==> src/rtl/regfile_pkg.sv <==
// rtl/regfile_pkg.sv - shared widths and writeback source encoding
package regfile_pkg;
  localparam int XLEN  = 64;
  localparam int NREG  = 32;
  localparam int IDX_W = 5;

  typedef enum logic {SRC_ALU = 1'b0, SRC_MEM = 1'b1} wb_src_e;
endpackage

==> src/rtl/regfile_wb_ctrl_if.sv <==
// rtl/regfile_wb_ctrl_if.sv - writeback request, issue/check and regfile write bundle
interface regfile_wb_ctrl_if #(parameter int XLEN = regfile_pkg::XLEN);
  import regfile_pkg::*;

  logic             alu_valid;
  logic [IDX_W-1:0] alu_idx;
  logic [XLEN-1:0]  alu_data;
  logic             alu_ready;
  logic             mem_valid;
  logic [IDX_W-1:0] mem_idx;
  logic [XLEN-1:0]  mem_data;
  logic             mem_ready;
  logic             iss_en;
  logic [IDX_W-1:0] iss_idx;
  logic [IDX_W-1:0] chk1_idx;
  logic [IDX_W-1:0] chk2_idx;
  logic             hazard;
  logic             wr_en;
  logic [IDX_W-1:0] wr_idx;
  logic [XLEN-1:0]  wr_data;

  modport master (
    output alu_valid, alu_idx, alu_data, mem_valid, mem_idx, mem_data,
    output iss_en, iss_idx, chk1_idx, chk2_idx,
    input  alu_ready, mem_ready, hazard, wr_en, wr_idx, wr_data
  );

  modport slave (
    input  alu_valid, alu_idx, alu_data, mem_valid, mem_idx, mem_data,
    input  iss_en, iss_idx, chk1_idx, chk2_idx,
    output alu_ready, mem_ready, hazard, wr_en, wr_idx, wr_data
  );
endinterface

==> src/rtl/rr_arbiter2.sv <==
// rtl/rr_arbiter2.sv - two-way round-robin arbiter with combinational one-hot grant
module rr_arbiter2
  import regfile_pkg::*;
(
  input  logic       clk,
  input  logic       reset,
  input  logic [1:0] req,
  output logic [1:0] gnt
);
  wb_src_e last_grant;

  // bit 0 is the ALU, bit 1 the load unit; a grant is also the transfer
  always_comb begin
    gnt = 2'b00;
    if (!reset) begin
      case (req)
        2'b01:   gnt = 2'b01;
        2'b10:   gnt = 2'b10;
        2'b11:   gnt = (last_grant == SRC_MEM) ? 2'b01 : 2'b10;
        default: gnt = 2'b00;
      endcase
    end
  end

  always_ff @(posedge clk) begin
    if (reset) begin
      last_grant <= SRC_MEM;
    end else if (gnt[0]) begin
      last_grant <= SRC_ALU;
    end else if (gnt[1]) begin
      last_grant <= SRC_MEM;
    end
  end
endmodule

==> src/rtl/regfile_wb_ctrl.sv <==
// rtl/regfile_wb_ctrl.sv - writeback arbitration, registered regfile write and pending scoreboard
module regfile_wb_ctrl
  import regfile_pkg::*;
#(
  parameter int XLEN = regfile_pkg::XLEN,
  parameter int NREG = regfile_pkg::NREG
) (
  input  logic             clk,
  input  logic             reset,
  regfile_wb_ctrl_if.slave bus
);
  logic [1:0]       gnt;
  logic [IDX_W-1:0] sel_idx;
  logic [XLEN-1:0]  sel_data;
  logic [NREG-1:0]  pending;
  logic [NREG-1:0]  pending_nxt;

  rr_arbiter2 u_arb (
    .clk   (clk),
    .reset (reset),
    .req   ({bus.mem_valid, bus.alu_valid}),
    .gnt   (gnt)
  );

  assign bus.alu_ready = gnt[0];
  assign bus.mem_ready = gnt[1];

  always_comb begin
    sel_idx  = gnt[1] ? bus.mem_idx  : bus.alu_idx;
    sel_data = gnt[1] ? bus.mem_data : bus.alu_data;
  end

  // clear first so an issue to the same index at the same edge keeps it pending
  always_comb begin
    pending_nxt = pending;
    if (bus.wr_en) pending_nxt[bus.wr_idx] = 1'b0;
    if (bus.iss_en && bus.iss_idx != '0) pending_nxt[bus.iss_idx] = 1'b1;
    pending_nxt[0] = 1'b0;
  end

  assign bus.hazard = pending[bus.chk1_idx] | pending[bus.chk2_idx];

  always_ff @(posedge clk) begin
    if (reset) begin
      pending     <= '0;
      bus.wr_en   <= 1'b0;
      bus.wr_idx  <= '0;
      bus.wr_data <= '0;
    end else begin
      pending <= pending_nxt;
      if (|gnt) begin
        // x0 writes are accepted but never reach the register file
        bus.wr_en   <= (sel_idx != '0);
        bus.wr_idx  <= sel_idx;
        bus.wr_data <= sel_data;
      end else begin
        bus.wr_en <= 1'b0;
      end
    end
  end
endmodule

==> src/flat_wrapper.sv <==
// flat-port wrapper written by rule: the top's interface ports become plain ports
module regfile_wb_ctrl_flat import regfile_pkg::*;
#(
  parameter int XLEN = regfile_pkg::XLEN,
  parameter int NREG = regfile_pkg::NREG
)
  (clk, reset, bus_alu_valid, bus_alu_idx, bus_alu_data, bus_mem_valid, bus_mem_idx, bus_mem_data, bus_iss_en, bus_iss_idx, bus_chk1_idx, bus_chk2_idx, bus_alu_ready, bus_mem_ready, bus_hazard, bus_wr_en, bus_wr_idx, bus_wr_data);
  regfile_wb_ctrl_if #(.XLEN(XLEN)) bus_i ();
  input  logic clk;
  input  logic reset;
  input wire logic [$bits(bus_i.alu_valid)-1:0] bus_alu_valid;
  input wire logic [$bits(bus_i.alu_idx)-1:0] bus_alu_idx;
  input wire logic [$bits(bus_i.alu_data)-1:0] bus_alu_data;
  input wire logic [$bits(bus_i.mem_valid)-1:0] bus_mem_valid;
  input wire logic [$bits(bus_i.mem_idx)-1:0] bus_mem_idx;
  input wire logic [$bits(bus_i.mem_data)-1:0] bus_mem_data;
  input wire logic [$bits(bus_i.iss_en)-1:0] bus_iss_en;
  input wire logic [$bits(bus_i.iss_idx)-1:0] bus_iss_idx;
  input wire logic [$bits(bus_i.chk1_idx)-1:0] bus_chk1_idx;
  input wire logic [$bits(bus_i.chk2_idx)-1:0] bus_chk2_idx;
  output wire logic [$bits(bus_i.alu_ready)-1:0] bus_alu_ready;
  output wire logic [$bits(bus_i.mem_ready)-1:0] bus_mem_ready;
  output wire logic [$bits(bus_i.hazard)-1:0] bus_hazard;
  output wire logic [$bits(bus_i.wr_en)-1:0] bus_wr_en;
  output wire logic [$bits(bus_i.wr_idx)-1:0] bus_wr_idx;
  output wire logic [$bits(bus_i.wr_data)-1:0] bus_wr_data;
  assign bus_i.alu_valid = bus_alu_valid;
  assign bus_i.alu_idx = bus_alu_idx;
  assign bus_i.alu_data = bus_alu_data;
  assign bus_i.mem_valid = bus_mem_valid;
  assign bus_i.mem_idx = bus_mem_idx;
  assign bus_i.mem_data = bus_mem_data;
  assign bus_i.iss_en = bus_iss_en;
  assign bus_i.iss_idx = bus_iss_idx;
  assign bus_i.chk1_idx = bus_chk1_idx;
  assign bus_i.chk2_idx = bus_chk2_idx;
  assign bus_alu_ready = bus_i.alu_ready;
  assign bus_mem_ready = bus_i.mem_ready;
  assign bus_hazard = bus_i.hazard;
  assign bus_wr_en = bus_i.wr_en;
  assign bus_wr_idx = bus_i.wr_idx;
  assign bus_wr_data = bus_i.wr_data;
  regfile_wb_ctrl #(.XLEN(XLEN), .NREG(NREG)) u_core (.clk(clk), .reset(reset), .bus(bus_i));
endmodule
==> config.mk <==
export PLATFORM = sky130hd
export DESIGN_NAME = regfile_wb_ctrl_flat
export DESIGN_NICKNAME = d
export VERILOG_FILES = /design/src/rtl/regfile_pkg.sv /design/src/rtl/regfile_wb_ctrl_if.sv /design/src/rtl/rr_arbiter2.sv /design/src/rtl/regfile_wb_ctrl.sv /design/src/flat_wrapper.sv
export SDC_FILE = /design/constraint.sdc
export NUM_CORES = 1
export LEC_CHECK = 0
export BUFFER_PORTS_ARGS = -buffer_cell sky130_fd_sc_hd__buf_2
export CAP_MARGIN = 40
export CORE_MARGIN = 2
export CORE_UTILIZATION = 41
export CTS_BUF_LIST = sky130_fd_sc_hd__clkbuf_8
export CTS_CLUSTER_SIZE = 40
export DETAILED_ROUTE_END_ITERATION = 8
export PLACE_DENSITY = 0.72
export SETUP_SLACK_MARGIN = 0.1
export SYNTH_ARGS = -nofsm -noshare
export SYNTH_HDL_FRONTEND = slang
export SYNTH_SLANG_ARGS = --single-unit
==> constraint.sdc <==
create_clock -name clk -period 3.05 [get_ports clk]
set_clock_uncertainty 0.15 [all_clocks]
set_input_delay 0.305 -clock clk [delete_from_list [all_inputs] [get_ports clk]]
set_output_delay 0.305 -clock clk [all_outputs]
set_load 0.005 [all_outputs]
==> impl_metrics.ini <==
[drt]
wl_met1_mm = 5.62
drc = 0
drt.antenna.violating_nets = 0
drt_wl_total_mm = 14.6
wl_met3_mm = 1.10
vias = 4831
wl_per_cell_um = 16.5
wl_met2_mm = 7.54
drt_iter0_markers = 275
vias_per_cell = 5.46
highest_layer = met4
first_pass_iters = 5

[synthesis]
ys_seq_area_share_pct = 41.5
yosysTopAreaCell = dfxtp_1
ys_seq_elements = 102
synth_area_leaders = dfxtp_1 41%, mux2i_1 15%, a211oi_1 11%
syn_area_um2 = 4920
synth_warnings = 0
yosysUniqueCellTypes = 32
synthCells = 532
postSynthAreaPerCell_um2 = 9.25
synth_fp_nets = 690
netlist.area_leader.share_pct = 41.5

[grt]
grt_pass1_wl_mm = 22.9
grt_overflow = 0
grt_pass1_vias = 4728
grt_usage_pct = 22.1
grt_max_degree = 141
antenna_found_initial = 0

[setup_path]
required_ps = 2590
start_kind = flip-flop
cp_cell_sequence = mux4_1, mux2_2, a31oi_1, o211ai_1, buf_2
arrival_ps = 1880
r2r_cells = 5
crit_family = multiplexers
critical_path.max_fanout = 3
critPathKind = flip-flop to primary output
crit_cells = 5
path_buf_inv = 1
slowest_stage = mux4_1
end_kind = primary output
cp_slowest_stage_delay_ps = 500

[min_path]
hold_path.class = primary input to flip-flop
hold_path_depth = 3

[clock_network]
clock_path_buffers = 2
clock-root-buffer = clkbuf_8
cts_tree = built
post_cts_resize_count = 0
cts_buffers = 9
cts_setup_buffers = 0
holdBufCountCts = 0
path_clk_slew_ps = 90
htreeDepth = 3
cts.sinks = 102
clk_latency_ps = 360

[power]
power_density_nw_per_um2 = 437
leakage_nw = 2.77
irDropWorstVdd_mv = 0.266

[die]
die_x_um = 114
core_area_um2 = 11900
die_h_um = 114
initial_utilization_pct = 41.5
die_area_um2 = 12900
io_pins = 231
num_rows = 40

[final_layout]
num-nets-final = 891
layout_common_cells = 231 x buf_2, 102 x dfxtp_1, 75 x nor2_1
mostFrequentLayoutCell = buf_2
syn_to_final_growth_pct = 27.4
nFillCells = 1101
seqCellArea_um2 = 2040
finalCoreUtilization_pct = 52.9
layout-drive-gt1-share_pct = 35.5
diodes = 0
multi_input_area_um2 = 2670
final_cells = 885

[timing]
layout_setup_ws_ps = 712
setup_violations = 0
rsz0062_at_grt = false
relSlewSlack_pct = 48.8
hold_viol = 0
fin_tns_setup_ps = 0
finalHoldWorstSlack_ps = 44.4
period_needed_ps = 2340
timing.fmax_ghz = 0.428
worstMarginPinSlew_ps = 767
slew_viol_final = 0
timing.final.crit_share_pct = 76.7

[place]
port-buffer-count = 230
hpwl_mm = 10.9
dp_cells = 869
post-place-ws_ps = 800
place_congestion = 0.894

[outcome]
outcome = finished, final reports clean

[run]
max-cap-violations = 0
==> area by class of cell <==
class / instances / area share [%]
multi-input combinational: 382 / 42.5
sequential: 102 / 32.6
timing repair buffer: 235 / 19.1
tap: 147 / 2.93
clock buffer: 10 / 2.19
clock inverter: 6 / 0.479
inverter: 3 / 0.180
==> worst reg2reg max path: cells and delay by family (launching register included) <==
kind                   cells  cell delay (ps)
multiplexers               1              190
AO/OA/AOI/OAI              1              260
flip-flops                 1              370
AND/OR/NAND/NOR            2              250
buffers and inverters      1              590
==> routing by layer <==
metal	global-route usage, %	vias to the layer above
li1	-	2345
met1	25.2	2263
met2	39.0	205
met3	5.90	18
met4	9.11	0
met5	0	-
==> where the power goes <==
group | leakage, nW | switching (mW) | internal [mW]
sequential | 0.837 | 0.0560 | 1.42
combinational | 1.83 | 0.252 | 0.250
clock | 0.100 | 0.456 | 0.312
total | 2.77 | 0.764 | 1.98
==> per-stage QoR <==
| stage | instance area, µm² | total power [mW] |
|---|---|---|
| 2_1_floorplan | 4920 | 1.76 |
| 3_3_place_gp | 6100 | 1.98 |
| 3_5_place_dp | 6100 | 2.00 |
| 4_1_cts | 6270 | 2.77 |
| 5_1_grt | 6270 | 2.87 |
| 6_report | 6270 | 2.74 |
==> kinds of logic after synthesis <==
family / count (synthesis) / share of synthesized area (%)
and+or+nand+nor: 146 / 13.4
buffers and inverters: 48 / 4.42
DFF: 102 / 41.5
AOI/OAI and AO/OA: 146 / 18.7
muxes: 90 / 22.0
==> synthesized netlist by cell type (all sizes together) <==
cell    instances
nand3b          7
nand2          39
a211oi         69
nor2b           1
or4             2
nand2b          2
or3             1
a21oi          36
or3b            3
a31oi           1
mux2i          74
nor2           75
clkbuf         33
inv             3
mux4           13
buf            12
nand3           3
o211ai          5
o21ai          34
and3b           4
nor3            1
and3            2
mux2            3
nor3b           6
dfxtp         102
o31a            1
==> registers in the layout (all words and copies together), names as in the netlist <==
register	flops
u_core.u_arb.last_grant	1
u_core.bus.wr_data	64
u_core.pending	31
u_core.bus.wr_en	1
u_core.bus.wr_idx	5
==> path summary, 6_finish.rpt <==
| kind | from | endpoint | slack [ps] |
|---|---|---|---|
| worst max-delay path | u_core.pending[30]$_SDFF_PP0_ | bus_hazard | 710 |
| worst min-delay path | bus_mem_valid | u_core.u_arb.last_grant$_SDFFE_PP1P_ | 40 |
| worst max register to register | u_core.u_arb.last_grant$_SDFFE_PP1P_ | u_core.bus.wr_data[58]$_SDFFE_PP0P_ | 1160 |
| worst min register to register | u_core.pending[19]$_SDFF_PP0_ | u_core.pending[19]$_SDFF_PP0_ | 350 |
Power figures use the tool's default switching activity.
